==> config.mk <==
export PLATFORM = sky130hd
export DESIGN_NAME = ble_ring_reader
export DESIGN_NICKNAME = d
export VERILOG_FILES = /design/src/rtl/ble_ring_reader.sv
export SDC_FILE = /design/constraint.sdc
export NUM_CORES = 1
export LEC_CHECK = 0
export BUFFER_PORTS_ARGS = -buffer_cell sky130_fd_sc_hd__buf_2
export CAP_MARGIN = 25
export CORE_MARGIN = 2
export CORE_UTILIZATION = 45
export CTS_CLUSTER_SIZE = 28
export DETAILED_ROUTE_END_ITERATION = 7
export GPL_TIMING_DRIVEN = 0
export PLACE_DENSITY = 0.73
export SYNTH_ARGS = -nofsm -noshare
export SYNTH_HDL_FRONTEND = slang
export SYNTH_SLANG_ARGS = --single-unit
==> constraint.sdc <==
create_clock -name i_wb_clk -period 5.9 [get_ports i_wb_clk]
set_clock_uncertainty 0.15 [all_clocks]
set_input_delay 0.59 -clock i_wb_clk [delete_from_list [all_inputs] [get_ports i_wb_clk]]
set_output_delay 0.59 -clock i_wb_clk [all_outputs]
set_load 0.1 [all_outputs]
==> src/rtl/ble_ring_reader.sv <==
// Drains the BLE receive ring from RAM over Wishbone and forwards each low byte
// to uart_tx with a start/done handshake, chasing the writer's pointer.
module ble_ring_reader #(
   parameter int unsigned    AW     = 32,
   parameter logic [AW-1:0]  ADR_LL = AW'('h730),
   parameter logic [AW-1:0]  ADR_UL = AW'('h1FFC)
) (
   input  logic           i_wb_clk,
   input  logic           i_wb_rst,
   input  logic           i_en,
   input  logic [AW-1:0]  i_wr_ptr,
   input  logic           i_wb_gnt,
   output logic [AW-1:0]  o_wb_adr,
   output logic           o_wb_cyc,
   input  logic [31:0]    i_wb_rdt,
   input  logic           i_wb_ack,
   output logic [7:0]     o_tx_dat,
   output logic           o_tx_active,
   input  logic           i_tx_done,
   output logic [AW-1:0]  o_rd_ptr,
   output logic           o_empty,
   output logic [15:0]    o_sent
);

   typedef enum logic [2:0] {
      ST_IDLE,
      ST_REQ,
      ST_SEND,
      ST_WAIT,
      ST_ADV
   } state_t;

   state_t         state_q, state_d;
   logic [AW-1:0]  rd_ptr_q, rd_ptr_d;
   logic [AW-1:0]  adr_q, adr_d;
   logic           cyc_q, cyc_d;
   logic [7:0]     tx_dat_q, tx_dat_d;
   logic [15:0]    sent_q, sent_d;

   logic [AW-1:0]  wr_norm;
   logic [AW:0]    rd_inc;
   logic [AW-1:0]  rd_next;
   logic           empty;
   logic           unused_rdt_hi;

   // Out-of-range writer values (including its transient UL+4) read as ADR_LL.
   always_comb begin
      wr_norm = i_wr_ptr;
      if ((i_wr_ptr > ADR_UL) || (i_wr_ptr < ADR_LL)) begin
         wr_norm = ADR_LL;
      end
   end

   assign empty = (rd_ptr_q == wr_norm);

   // One extra bit keeps the +4 from wrapping silently near the top of the address space.
   always_comb begin
      rd_inc  = {1'b0, rd_ptr_q} + (AW+1)'(4);
      rd_next = rd_inc[AW-1:0];
      if (rd_inc > {1'b0, ADR_UL}) begin
         rd_next = ADR_LL;
      end
   end

   always_comb begin
      state_d  = state_q;
      rd_ptr_d = rd_ptr_q;
      adr_d    = adr_q;
      cyc_d    = cyc_q;
      tx_dat_d = tx_dat_q;
      sent_d   = sent_q;
      case (state_q)
         ST_IDLE: begin
            if (i_en && !empty && i_wb_gnt) begin
               cyc_d   = 1'b1;
               adr_d   = rd_ptr_q;
               state_d = ST_REQ;
            end
         end
         ST_REQ: begin
            if (i_wb_ack) begin
               tx_dat_d = i_wb_rdt[7:0];
               cyc_d    = 1'b0;
               state_d  = ST_SEND;
            end else if (!i_wb_gnt) begin
               cyc_d   = 1'b0;
               state_d = ST_IDLE;
            end
         end
         ST_SEND: state_d = ST_WAIT;
         ST_WAIT: begin
            if (i_tx_done) begin
               state_d = ST_ADV;
            end
         end
         ST_ADV: begin
            rd_ptr_d = rd_next;
            sent_d   = sent_q + 16'd1;
            state_d  = ST_IDLE;
         end
         default: begin
            cyc_d   = 1'b0;
            state_d = ST_IDLE;
         end
      endcase
   end

   always_ff @(posedge i_wb_clk) begin
      if (i_wb_rst) begin
         state_q  <= ST_IDLE;
         rd_ptr_q <= ADR_LL;
         adr_q    <= ADR_LL;
         cyc_q    <= 1'b0;
         tx_dat_q <= '0;
         sent_q   <= '0;
      end else begin
         state_q  <= state_d;
         rd_ptr_q <= rd_ptr_d;
         adr_q    <= adr_d;
         cyc_q    <= cyc_d;
         tx_dat_q <= tx_dat_d;
         sent_q   <= sent_d;
      end
   end

   assign unused_rdt_hi = ^i_wb_rdt[31:8];

   assign o_wb_adr    = adr_q;
   assign o_wb_cyc    = cyc_q;
   assign o_tx_dat    = tx_dat_q;
   assign o_tx_active = (state_q == ST_SEND);
   assign o_rd_ptr    = rd_ptr_q;
   assign o_empty     = empty;
   assign o_sent      = sent_q;

endmodule

==> impl_results.md, run 1 <==
- Dominant cell type by area after synthesis: dfxtp_1
- Post-synth EDFFs: 0
- Gpl congestion: between 0.8 and 0.9
- CP top delay family: simple AND/OR/NAND/NOR gates
- Top-area cell type share of the netlist area: 38.8%
- Top area cells in the synthesized netlist: dfxtp_1 (39%), mux2i_1 (8.4%), nand2b_1 (7.0%)
- GRT overflow: 0
- Tightest Pin Transition: 0.674 ns
- Register area share after synthesis: around two fifths
- Data required, critical path: ~5.2 ns
- First-pass GRT wire length: 19.5 mm
- Reg2reg path depth: 10
- Dpl cells: 805
- Final #Nets: about 760
- Routed len/inst: 14.5 um
- Layout cells sized above 1: 25.4%
- CTS tree: done
- H-tree Lvls: 3
- Mapped cell area: 4540 um^2
- RSZ-0062 raised after global routing: false
- IO Pins: roughly 160
- Critical-path cell list: buf_2, nor4_2, nand2_1, or4_1, a21oi_1, o22ai_1, o21bai_1, nor4b_1, buf_2
- Critical Path Source Type: input port
- Vias per cell: 5.21
- Slowest cell on the critical path: or4_1
- Fillers: 935
- Dpl hpwl: 9.05 mm
- Initial detailed-routing violation count: 332
- Clock Pin Slew Worst Setup and Hold Paths: 0.08 ns
- PostCTS Resize Cnt: 0
- Synthesized area per cell: between 8 and 9 um^2
- Worst-path maximum fanout: 5
- Post-route ant nets: 0
- Fraction of registers with async set or reset after synthesis: 0%
- Setup CP Type: in -> out
- Die W: 104 um
- Period utilization: 65.6%
- Cts hold-fix bufs: 0
- Hold path cells: 2
- Hold_sp: o_wb_adr[15]
- CTS Buffer Depth: 2
- Min-Delay Path Class: reg -> reg
- DRC violations left: 0
- YS warnings: 0
- Largest net degree at the start of global routing: 14
- Reg-to-Reg End: o_rd_ptr[4]
- Leak pwr: 0.00235 uW
- WL final: approximately 12 mm
- PD cells: 230 nW/um^2
- Die Y-Extent: roughly 100 um
- Power, Total: 1280 uW
- Synthesized netlist cell count: about 540
- Critical Path Most Common Cell: buf_2
- Final setup TNS: 0 ns
- FP Rows: 36
- Core area: 9770 um^2
- Area growth from synthesis to layout: 22.9%
- Die area: between 10,000 and 15,000 um^2
- Ant diodes: 0
- Max stage delay on crit path: 0.53 ns
- Headroom to the max-slew limit: 54.6%
- Top_reg_cell synth: dfxtp_1
- Port-buffer cells: 131
- Post-synthesis cell type count: 57
- Total number of vias: 4,281
- Hold EP: o_wb_adr[15]
- Peak supply drop: roughly 0.14 mV
- Starting density of the core: 46.4%
- Vias in the first global route: about 4k
- Num Clock Sinks: 88
- Num CTS Buffers: 9
- Run status: completed
- Root buffer cell: clkbuf_8
- Crit. End Element: primary output
- Worst r2r src: o_rd_ptr[3]
- Final non-filler cell total: slightly above 800
- Synthesized flop and latch total: 88
- Initial antenna violation count: 0
- Final Hold Viols: 0
- First-pass iteration count of the detailed router: 4
- Minimum clock period: a little under 4 ns
- Final Setup Violations: 0
- Max-Cap Viols: 0
- FMAX: 258 MHz
- Post CTS Setup Buffer Count: 0
- Number of buffers and inverters on the critical path: 2
- Clock Latency Late Sink: 0.35 ns
- R2R Setup Slk: 2.55 ns
- CP arrival: 3.13 ns
- Gr usage total: a little over a fifth
- Max-slew violations: 0
==> area by class of cell <==
cell class              instances  area, um^2  share of cell area (%)
plain buffers                  37         180                    3.23
clock buffers                  14         163                    2.92
clock inverters                 2        37.5                   0.673
inverters                       9        33.8                   0.606
multi-input cells             406        2570                    46.1
flip-flops and latches         88        1760                    31.6
well taps                     133         166                    2.98
repair buffers                132         663                    11.9
==> worst register-to-register path, cell delays in order (launching register included) <==
cell and delay (ns):
dfxtp_1 0.55, ha_1 0.30, nand3_1 0.25, nor4_1 0.41, nand4_1 0.16, mux2i_1 0.23
nand4_1 0.12, or4_4 0.57, buf_6 0.17, nor4_1 0.23, a211oi_1 0.08
==> report_power, final <==
group	switching, uW	internal, uW	leakage [uW]	total (uW)
clock network	201	220	0.0000969	421
logic	181	66.9	0.00155	248
registers	8.07	605	0.000711	613
total	391	891	0.00235	1280
==> how the worst max path moves through the flow <==
stage	startpoint	endpoint	cells after the start
detailed placement	i_wr_ptr[30]	o_empty	9
finish	i_wr_ptr[29]	o_empty	9
global placement	i_wr_ptr[27]	o_empty	9
global route	i_wr_ptr[29]	o_empty	9
CTS	i_wr_ptr[29]	o_empty	9
floorplan	o_rd_ptr[12]	o_empty	7
==> logic make-up (layout without fill, tap and decap cells) <==
family / count (synthesis) / after routing / synth area share (%)
multiplexers: 38 / 38 / 8.38
AO/OA/AOI/OAI: 70 / 70 / 9.85
flip-flops: 88 / 88 / 38.8
AND/OR/NAND/NOR: 268 / 268 / 32.9
adder cells (fa/ha/maj): 3 / 3 / 0.827
other: 1 / 4 / 0.0827
XOR/XNOR: 23 / 23 / 4.44
buffers and inverters: 46 / 194 / 4.72
==> synthesized netlist by cell type (2+ instances only) <==
| cell type | instances |
|---|---|
| buf_2 | 6 |
| ha_1 | 3 |
| clkbuf_1 | 23 |
| o221ai_1 | 2 |
| inv_1 | 9 |
| buf_4 | 7 |
| o21a_1 | 2 |
| nand3b_1 | 2 |
| or2_2 | 2 |
| a21oi_1 | 25 |
| o41ai_1 | 5 |
| a31oi_1 | 4 |
| nand3_1 | 20 |
| nand2_1 | 39 |
| nor2_1 | 49 |
| or3_1 | 16 |
| nor3_1 | 9 |
| xor2_1 | 11 |
| a21o_1 | 4 |
| or4_4 | 2 |
| nor4b_1 | 2 |
| a2bb2oi_1 | 2 |
| nand2b_1 | 51 |
| a211oi_1 | 2 |
| dfxtp_1 | 88 |
| and3_2 | 3 |
| nor4_1 | 15 |
| o22ai_1 | 3 |
| mux2i_1 | 38 |
| and3_1 | 5 |
| o21ai_0 | 12 |
| nor2b_1 | 3 |
| xnor2_1 | 12 |
| and2_1 | 22 |
| nor4_2 | 3 |
| or4_1 | 2 |
| nand4_1 | 14 |
==> sequential cells by signal, indices dropped and copies added, names as in the netlist <==
signal / flops
o_rd_ptr: 30
state_q: 3
o_wb_cyc: 1
o_wb_adr: 30
o_sent: 16
o_tx_dat: 8
==> routing by layer <==
layer	wire length [um]	vias up	global-route usage, %
met1	5320	1980	28.9
met5	0	-	0
met4	160	0	7.43
li1	-	2163	-
met3	840	11	4.20
met2	5590	127	35.2
==> metrics by stage <==
step | setup WS, ns | utilization, % | area [um^2] | hold slack, ns
final | 2.03 | 57.1 | 5580 | 0.322
after global routing | 1.84 | 57.1 | 5580 | 0.329
after CTS | 2.05 | 57.1 | 5580 | 0.312
after detailed placement | 2.06 | 55.0 | 5380 | 0.308
after global placement | 2.06 | 54.9 | 5370 | 0.307
after floorplan | 0.0393 | - | 4550 | 0.335
==> placed cells by master, fill, tap and decap left out, types with 9 or more instances in the layout <==
master      n
buf_2     137
dfxtp_1    88
nand2b_1   51
nor2_1     49
nand2_1    39
mux2i_1    38
clkbuf_1   26
a21oi_1    25
and2_1     22
nand3_1    20
or3_1      16
nor4_1     15
nand4_1    14
xnor2_1    12
o21ai_0    12
xor2_1     11
clkbuf_8   11
inv_1       9
nor3_1      9
No activity file was read; power rests on OpenSTA's default activity.
==> run 2: changes to the inputs <==
==> constraint.sdc (replaced) <==
create_clock -name i_wb_clk -period 3.79 [get_ports i_wb_clk]
set_clock_uncertainty 0.15 [all_clocks]
set_input_delay 0.379 -clock i_wb_clk [delete_from_list [all_inputs] [get_ports i_wb_clk]]
set_output_delay 0.379 -clock i_wb_clk [all_outputs]
set_load 0.1 [all_outputs]
==> impl_results.md, run 2 (same netlist as run 1, synthesis figures left out) <==
- Run status: completed (unchanged)
- Root buffer cell: clkbuf_8 (unchanged)
- IO Pins: 161 (unchanged)
- Dpl hpwl: 9.23 mm (was 9.05 mm)
- Worst-path maximum fanout: 10 (was 5)
- Minimum clock period: 3.39 ns
- Max-slew violations: 0 (unchanged)
- Vias in the first global route: 4,127 (was 4,010)
- Clock Pin Slew Worst Setup and Hold Paths: 0.08 ns (about the same)
- Total number of vias: 4,370 (was 4,281)
- Peak supply drop: 0.186 mV (was 0.137 mV)
- Core area: 9770 um^2 (unchanged)
- Tightest Pin Transition: 0.651 ns (was 0.674 ns)
- Ant diodes: 0 (unchanged)
- Initial detailed-routing violation count: 289 (was 332)
- Routed len/inst: 14.8 um (was 14.5 um)
- FMAX: around 290 MHz
- Initial antenna violation count: 0 (unchanged)
- Num Clock Sinks: 88 (unchanged)
- Critical Path Source Type: register (was input port)
- Post CTS Setup Buffer Count: 0 (unchanged)
- Final Cell Area: 5590 um^2 (was 5580 um^2)
- GRT overflow: 0 (unchanged)
- Most common cell after layout, fill and taps aside: buf_2 (unchanged)
- Data required, critical path: 3.85 ns (was 5.16 ns)
- Port-buffer cells: 131 (unchanged)
- Num CTS Buffers: 9 (unchanged)
- Gpl congestion: 0.835 (was 0.852)
- Vias per cell: 5.32 (was 5.21)
- Min-Delay Path Class: in -> reg (was reg -> reg)
- Die Y-Extent: 104 um (unchanged)
- Final Hold Viols: 0 (unchanged)
- Area growth from synthesis to layout: 23.2% (was 22.9%)
- Max-Cap Viols: 0 (unchanged)
- DRC violations left: 0 (unchanged)
- PostCTS Resize Cnt: 0 (unchanged)
- Post-route ant nets: 0 (unchanged)
- First-pass iteration count of the detailed router: 4 (unchanged)
- Setup CP Type: reg -> reg (was in -> out)
- Final setup TNS: 0 ns (unchanged)
- Headroom to the max-slew limit: 56.4% (was 54.6%)
- Post-layout util: 57.2% (was 57.1%)
- First-pass GRT wire length: 19.8 mm (was 19.5 mm)
- Fillers: 924 (was 935)
- Final #Nets: 756 (unchanged)
- PD cells: 358 nW/um^2 (was 230 nW/um^2)
- Largest net degree at the start of global routing: 14 (unchanged)
- Starting density of the core: 46.4% (unchanged)
- Layout cells sized above 1: 25.6% (was 25.4%)
- Die W: 104 um (unchanged)
- CTS tree: done (unchanged)
- FP Rows: 36 (unchanged)
- Crit. End Element: register (was primary output)
- RSZ-0062 raised after global routing: false (unchanged)
- CP arrival: 3.45 ns (was 3.13 ns)
- Gr usage total: 22.0% (was 21.7%)
- Die area: 10,900 um^2 (unchanged)
- Storage element area: 1760 um^2 (unchanged)
- Final Setup Violations: 0 (unchanged)
- Cts hold-fix bufs: 0 (unchanged)
- Multi-input gate area: 2590 um^2 (was 2570 um^2)
- Clock Latency Late Sink: 0.35 ns (about the same)
- H-tree Lvls: 3 (unchanged)
- Most frequent cells in the layout: buf_2 (138), dfxtp_1 (88), nand2b_1 (51) (was buf_2 (137), dfxtp_1 (88), nand2b_1 (51))
- Period utilization: about nine tenths
- Leak pwr: 0.00237 uW (was 0.00235 uW)
- WL final: 12.1 mm (was 11.9 mm)
- Power, Total: 2000 uW (was 1280 uW)
- CTS Buffer Depth: 2 (unchanged)
- Placed cell areas: 5390 um^2 (was 5380 um^2)
==> run 2: cell counts in the layout (fill, tap and decap cells not counted) <==
No cell type changed its count.
==> run 2: cell type report <==
class	count	area share, %
Tap cell	133	2.98
Clock inverter	2	0.671
Inverter	9	0.604
Clock buffer	14	2.91
Buffer	37	3.22
Timing Repair Buffer	132	11.8
Sequential cell	88	31.5
Multi-Input combinational cell	406	46.3
==> run 2: power breakdown <==
part / leakage, uW / switching, uW / internal (uW)
combinational: 0.00156 / 285 / 108
clock: 0.0000969 / 315 / 342
sequential: 0.000711 / 13.7 / 941
==> run 2: critical path: stages, from the launching register on <==
cell and delay, ns:
dfxtp_1 0.56, ha_1 0.32, nand3_1 0.25, nor4_1 0.42
nand4_1 0.18, mux2i_1 0.23, nand4_1 0.11, or4_4 0.57
buf_6 0.17, nor4_1 0.22, a211oi_1 0.07
==> run 2: final timing paths <==
path | startpoint | to | slack (ns) | depth (start not counted)
max | o_rd_ptr[3] | o_rd_ptr[4] | 0.40 | 10
min | i_wb_rdt[7] | o_tx_dat[7] | 0.12 | 3
max reg2reg | o_rd_ptr[3] | o_rd_ptr[4] | 0.40 | 10
min reg2reg | o_wb_adr[22] | o_wb_adr[22] | 0.32 | 2
==> run 2: metrics by stage <==
step | worst slack, ns | hold slack, ns | instances
after floorplan | 0.0957 | 0.335 | 540
final | 0.399 | 0.118 | 821
after CTS | 0.323 | 0.106 | 821
after global placement | 0.457 | 0.308 | 804
after detailed placement | 0.419 | 0.308 | 805
after global routing | 0.133 | 0.111 | 821
==> run 2: per-layer routing <==
metal / GRT usage [%] / vias to the layer above / wire [um]
met5: 0 / - / 0
met4: 7.92 / 0 / 199
met3: 4.07 / 17 / 777
met2: 36.4 / 130 / 5760
met1: 28.7 / 2055 / 5380
li1: - / 2168 / -
